==> config.mk <==
export PLATFORM = sky130hd
export DESIGN_NAME = linear_layer_start_fifo_ctrl
export DESIGN_NICKNAME = d
export VERILOG_FILES = /design/src/rtl/linear_layer_fifo_pkg.sv /design/src/rtl/linear_layer_start_fifo_srl.sv /design/src/rtl/linear_layer_start_fifo_ctrl.sv
export SDC_FILE = /design/constraint.sdc
export NUM_CORES = 1
export LEC_CHECK = 0
export CORE_AREA = 5 5 42 44
export CTS_CLUSTER_DIAMETER = 50
export DETAILED_ROUTE_END_ITERATION = 12
export DIE_AREA = 0 0 47 49
export PLACE_DENSITY_LB_ADDON = 0.3
export SYNTH_ARGS = -nofsm -noshare
export SYNTH_HDL_FRONTEND = slang
export SYNTH_SLANG_ARGS = --single-unit
==> constraint.sdc <==
create_clock -name clk -period 3 [get_ports clk]
set_input_delay 0.6 -clock clk [delete_from_list [all_inputs] [get_ports clk]]
set_output_delay 0.6 -clock clk [all_outputs]
set_load 0.01 [all_outputs]
==> src/rtl/linear_layer_fifo_pkg.sv <==
// linear_layer_fifo_pkg: shared defaults and sizing helper for the Linear_Layer start-token FIFO
package linear_layer_fifo_pkg;
  localparam int DEF_DATA_WIDTH = 1;
  localparam int DEF_ADDR_WIDTH = 1;
  localparam int DEF_DEPTH = 2;
  localparam int CNT_WIDTH = DEF_ADDR_WIDTH + 1;
  function automatic int clog2(input int n);
    int r;
    r = 0;
    while ((1 << r) < n) r++;
    return r;
  endfunction
endpackage

==> src/rtl/linear_layer_start_fifo_srl.sv <==
// linear_layer_start_fifo_srl: shift-register token store, new data enters at index 0, read at addr
module linear_layer_start_fifo_srl
  import linear_layer_fifo_pkg::*;
#(
  parameter int DATA_WIDTH = DEF_DATA_WIDTH,
  parameter int ADDR_WIDTH = DEF_ADDR_WIDTH,
  parameter int DEPTH = DEF_DEPTH
) (
  input  logic                  clk,
  input  logic                  we,
  input  logic [ADDR_WIDTH-1:0] addr,
  input  logic [DATA_WIDTH-1:0] din,
  output logic [DATA_WIDTH-1:0] dout
);
  localparam int N = 1 << ADDR_WIDTH;
  logic [DATA_WIDTH-1:0] mem [N];
  // Sized to the full address space so any addr is a legal index; slots past DEPTH are never read.
  always_ff @(posedge clk) begin
    if (we) begin
      mem[0] <= din;
      for (int i = 1; i < N; i++) mem[i] <= mem[i-1];
    end
  end
  assign dout = mem[addr];
  if (DEPTH > N || DEPTH < 1) begin : g_bad_depth
    $error("linear_layer_start_fifo_srl: DEPTH does not fit ADDR_WIDTH");
  end
endmodule

==> src/rtl/linear_layer_start_fifo_ctrl.sv <==
// linear_layer_start_fifo_ctrl: start-token FIFO controller (occupancy, SRL addressing, handshakes,
// sticky overflow/underflow flags) over an SRL store.
module linear_layer_start_fifo_ctrl
  import linear_layer_fifo_pkg::*;
#(
  parameter int DATA_WIDTH = DEF_DATA_WIDTH,
  parameter int ADDR_WIDTH = DEF_ADDR_WIDTH,
  parameter int DEPTH = DEF_DEPTH
) (
  input  logic                  clk,
  input  logic                  reset,
  input  logic                  if_write_ce,
  input  logic                  if_write,
  input  logic [DATA_WIDTH-1:0] if_din,
  output logic                  if_full_n,
  input  logic                  if_read_ce,
  input  logic                  if_read,
  output logic [DATA_WIDTH-1:0] if_dout,
  output logic                  if_empty_n,
  output logic [ADDR_WIDTH:0]   count,
  input  logic                  clr_err,
  output logic                  ovf_err,
  output logic                  udf_err
);
  localparam int CW = ADDR_WIDTH + 1;
  localparam logic [CW-1:0] FULL = CW'(DEPTH);
  logic rdy, push, pop, ovf_hit, udf_hit;
  logic [ADDR_WIDTH-1:0] addr;
  if (clog2(DEPTH) > ADDR_WIDTH) begin : g_bad_addr
    $error("linear_layer_start_fifo_ctrl: ADDR_WIDTH too small for DEPTH");
  end
  // rdy keeps full_n low through reset and releases it on the first edge afterwards.
  always_comb begin
    if_empty_n = count != '0;
    if_full_n = rdy && count != FULL;
    push = if_write && if_write_ce && if_full_n;
    pop = if_read && if_read_ce && if_empty_n;
    ovf_hit = if_write && if_write_ce && count == FULL;
    udf_hit = if_read && if_read_ce && !if_empty_n;
    addr = if_empty_n ? ADDR_WIDTH'(count - CW'(1)) : '0;
  end
  always_ff @(posedge clk or posedge reset) begin
    if (reset) begin
      rdy <= 1'b0;
      count <= '0;
      ovf_err <= 1'b0;
      udf_err <= 1'b0;
    end else begin
      rdy <= 1'b1;
      count <= (push && !pop) ? count + CW'(1) : (pop && !push) ? count - CW'(1) : count;
      ovf_err <= ovf_hit || (ovf_err && !clr_err);
      udf_err <= udf_hit || (udf_err && !clr_err);
    end
  end
  linear_layer_start_fifo_srl #(
    .DATA_WIDTH(DATA_WIDTH),
    .ADDR_WIDTH(ADDR_WIDTH),
    .DEPTH(DEPTH)
  ) u_srl (
    .clk(clk),
    .we(push),
    .addr(addr),
    .din(if_din),
    .dout(if_dout)
  );
endmodule

* Yosys cells after proc, flatten, opt, wreduce, memory -nomap -nowiden
Memory sizes are Yosys's and may differ from the RTL's. Index checks and enable logic that the tools add are counted.
Cells by class: multiplexer cells 5, $add $sub $neg 2, reductions and logical operators 19, eq/ne operators 2
Operators with widths (count):
- logical AND 1 bit | 11
- logical NOT 1 bit | 4
- 2-to-1 mux 2 bit | 2
- nonzero test 2 bit | 2
- 2-to-1 mux 1 bit | 3
- adder 2 x 1 -> 2 bit (second input constant) | 1
- == test 2 bit (second input constant) | 1
- logical OR 1 bit | 2
- != test 2 bit (second input constant) | 1
- subtractor 2 x 1 -> 2 bit (second input constant) | 1
Word-level totals: memories kept 1, output and inout bits 7, bits in writable memories 2, register bits after elaboration 5
Memory list:
- u_srl.mem | words 2, width 1, rd ports 2, clocked after Yosys merged registers in 0, write ports 2, RTL line linear_layer_start_fifo_srl.sv:16 | logic [DATA_WIDTH-1:0] mem [N];

* Longest topological paths before layout
depth after elaboration 7, gate-level depth with buffers 7, gate-level depth less buffers 7

* Cells and area by module
Synthesis repeated with hierarchy kept, for this count alone.
Unflattened totals: cell total of the unflattened synthesis 30, area, all modules 342.8 um2
Modules (own cells, without submodules):
- linear_layer_start_fifo_ctrl | times used 1, cells each 27, sequential area each 125.1 um2, area each 267.8 um2
- linear_layer_start_fifo_srl | times used 1, cells each 3, sequential area each 60.1 um2, area each 75.1 um2

* Least setup slack after synthesis
OpenSTA, ideal clock, no wires.
path kind reg2out, start register count[0], end output port if_dout, arrival time 1.030 ns, required time 2.400 ns, stages on the path, launching flop included 4, setup slack 1.370 ns, cell sequence dfrtp_1 > inv_1 > ha_1 > mux2_4
On the way: longest elaborated chain between the ends 3, elaborated cells between the ends (all ways) 4, those cells by class add/sub: 1; mux: 1; reduce/logical: 1; memory: 1
Ends and longest elaborated chain:
- start, declared | RTL line linear_layer_start_fifo_ctrl.sv:20 | output logic [ADDR_WIDTH:0] count,
- start signal, assigned | RTL line linear_layer_start_fifo_ctrl.sv:50 | count <= (push && !pop) ? count + CW'(1) : (pop && !push) ? count - CW'(1) : count;
- subtractor 2 x 1 -> 2 bit or nonzero test 2 bit (tied branches)
- 2-to-1 mux 1 bit (*) | RTL line linear_layer_start_fifo_ctrl.sv:40 | addr = if_empty_n ? ADDR_WIDTH'(count - CW'(1)) : '0;
- memory read (2 x 1 bit) (*)
- end, declared | RTL line linear_layer_start_fifo_ctrl.sv:18 | output logic [DATA_WIDTH-1:0] if_dout,
Every way passes the cells marked *; elsewhere a longest branch is shown, timed or not.

* Worst setup path after layout
Ends and elaborated chain as after synthesis.

==> results.cfg <==
[route]
route.detailed.drc = 0
viasPerCell = 3.84
drtPass1Iterations = 4
routed_wire_length_per_instance_um = 10.3
drt-initial-drc-count = 1
routed_wl_um = 646
antenna_left = 0
routed-via-count = 242

[grt]
grt_overflow_total = 0
grt_first_pass_wirelength_mm = 1.11
grt_start_max_net_pins = 6
gr_usage_total_pct = 7.25
first_global_vias = 263
antenna_found_initial = 0

[finish]
layout.cells.most_common_list = 14 x sky130_fd_sc_hd__clkdlybuf4s50_1, 6 x sky130_fd_sc_hd__inv_1, 5 x sky130_fd_sc_hd__dfrtp_1
postLayoutCellArea_um2 = 517
n_fill_cell = 150
final_common_cell = sky130_fd_sc_hd__clkdlybuf4s50_1
nets = 59
flow.area_growth_from_synthesis_pct = 56.4
post_route_cells_drive_above_1_share_pct = 10.6
antenna-diode-count = 0

[worst_setup_path]
r2r_slack_ns = 1.39
nature_of_the_critical_path_endpoint = primary output
worst_path_largest_cell_delay_ns = 0.47
timing.setup.critical_path_class = flop to primary output
crit_fanout = 3
crit_chain = inv_1 -> ha_1 -> mux2_4 -> clkdlybuf4s50_1
crit_start = count[0]$_DFFE_PP0P_
worstPathRequired_ns = 2.40
crit_path_top_delay_cell = sky130_fd_sc_hd__clkdlybuf4s50_1
critical_path_arrival_ns = 1.74
start_kind = flop
worst_r2r_startpoint = count[0]$_DFFE_PP0P_
cpLargestDelayFamily = buffers and inverters
regToRegEndpoint = count[1]$_DFFE_PP0P_
worstRegToRegCells = 7
cp_num_buf_inv = 2

[logic_synthesis]
synth_fp_nets = 40
post_synthesis_cell_type_with_the_largest_combined_area = sky130_fd_sc_hd__dfrtp_1
synthTopCellsByArea = sky130_fd_sc_hd__dfrtp_1 38%, sky130_fd_sc_hd__edfxtp_1 18%, sky130_fd_sc_hd__ha_1 11%
synth_seq_cells = 7
yosys_warnings = 0
syn-instance-count = 29
yosysSeqAreaShare_pct = 56.1
synth_largest_type_area_fraction_pct = 37.9
post_synth.cell_area_avg_um2 = 11.4
ys_types = 13
netlist_area_um2 = 330

[floorplan]
initial_utilization_pct = 23.6
core_um2 = 1400
die_area_um2 = 2300
fp-row-count = 14
floorplan.die.width_um = 47
floorplan.io_pins = 15
die_h_um = 49

[min_path]
holdCritStartpoint = u_srl.mem[0]$_DFFE_PP_
min_delay_path_depth = 0
timing.hold.worst_endpoint = u_srl.mem[1]$_DFFE_PP_
min-delay-path-class = flop to flop

[run_status]
run_status = complete, no violations

[sta]
maxSlewViolCount = 0
setup_repair_after_global_routing_missed_its_margin = false
timing.clock.skew_ns = 0.00846
timing.setup.tns_ns = 0
achievable-frequency_ghz = 0.428
hold_viol = 0
final_period_minus_worst_setup_slack_ns = 2.34
finalSetupViolations = 0
final_min_period_over_clock_period_pct = 77.9

[clock_tree]
clk-insertion-delay-late_ns = 0.25
cts-resized-gates = 0
post_cts.repair.setup_buffers = 0
cts_tree = yes
ctsHtreeMaxLevel = 1
ctsLongestPathBuffers = 2
cts_buffers = 3
clkSinkCount = 7
clkTransAtPathRegs_ns = 0.05
root_buffer_master = sky130_fd_sc_hd__clkbuf_4
holdBufCountCts = 0

[placed_design]
place.gp.congestion = 0.675
count_of_buffers_from_port_buffering = 14
detailed_place_hpwl_um = 544
placed_cell_area_um2 = 490

[power_and_ir_drop]
worst_ir_drop_vdd_mv = 0.421
p_leak_uw = 0.000232
power_per_cell_area_nw_per_um2 = 796
post-layout-total-power_uw = 411

[flow_run]
max_cap_violations = 0
## power breakdown
part / internal, µW / leakage (µW) / total [µW] / switching, µW
sequential: 122 / 0.0000810 / 139 / 17.2
clock: 50.7 / 0.0000150 / 84.0 / 33.3
combinational: 109 / 0.000136 / 188 / 79.4
## registers in the layout, indices dropped and copies added (netlist names)
signal / count
rdy: 1
count: 2
ovf_err: 1
u_srl.mem: 2
udf_err: 1
## through the flow
stage	std cells	hold WS [ns]	utilization, %	setup slack [ns]
floorplan	29	0.379	-	1.37
global placement	59	0.446	35.0	0.935
detailed placement	59	0.457	35.0	0.916
CTS	63	0.470	36.9	0.639
global route	63	0.491	36.9	0.568
finish	63	0.473	36.9	0.662
## per-layer routing
metal	vias up	global-route usage, %	share of wire (%)
met5	-	0	0
met4	0	1.38	0
met3	0	6.64	6.5
met2	6	10.4	52
met1	110	7.92	41
li1	126	-	-
## cells in the mapped netlist, drive strengths merged
| cell | number |
|---|---|
| inv | 6 |
| nor2b | 1 |
| nand3 | 3 |
| and3 | 1 |
| dfrtp | 5 |
| mux2 | 1 |
| xor2 | 1 |
| conb | 1 |
| ha | 3 |
| xnor2 | 1 |
| o21ai | 3 |
| nand2 | 1 |
| edfxtp | 2 |
## area by class of cell
type	count	area, µm²	area share, %
Clock buffer	4	26.3	5.08
Tap cell	16	20.0	3.87
Inverter	6	22.5	4.36
Timing Repair Buffer	14	140	27.1
Multi-Input combinational cell	16	123	23.7
Sequential cell	7	185	35.8
## cell families (layout without fill, tap and decap cells)
logic type | Yosys count | after routing | synth area share, %
AOI/OAI and AO/OA | 3 | 3 | 4.54
DFF | 7 | 7 | 56.1
adders and majority gates | 3 | 3 | 11.4
and+or+nand+nor | 6 | 6 | 10.2
muxes | 1 | 1 | 4.54
xor gates and xnor gates | 2 | 2 | 5.30
other | 1 | 1 | 1.14
buffers and inverters | 6 | 24 | 6.82
## how the worst max path moves through the flow
| stage | end | slack (ns) | cells past startpoint |
|---|---|---|---|
| 2_1_floorplan | if_dout | 1.37 | 3 |
| 3_3_place_gp | if_dout | 0.93 | 4 |
| 3_5_place_dp | if_dout | 0.92 | 4 |
| 4_1_cts | if_dout | 0.64 | 4 |
| 5_1_grt | if_dout | 0.57 | 4 |
| 6_report | if_dout | 0.66 | 4 |
Note: power is estimated with default switching activity, not from simulation.
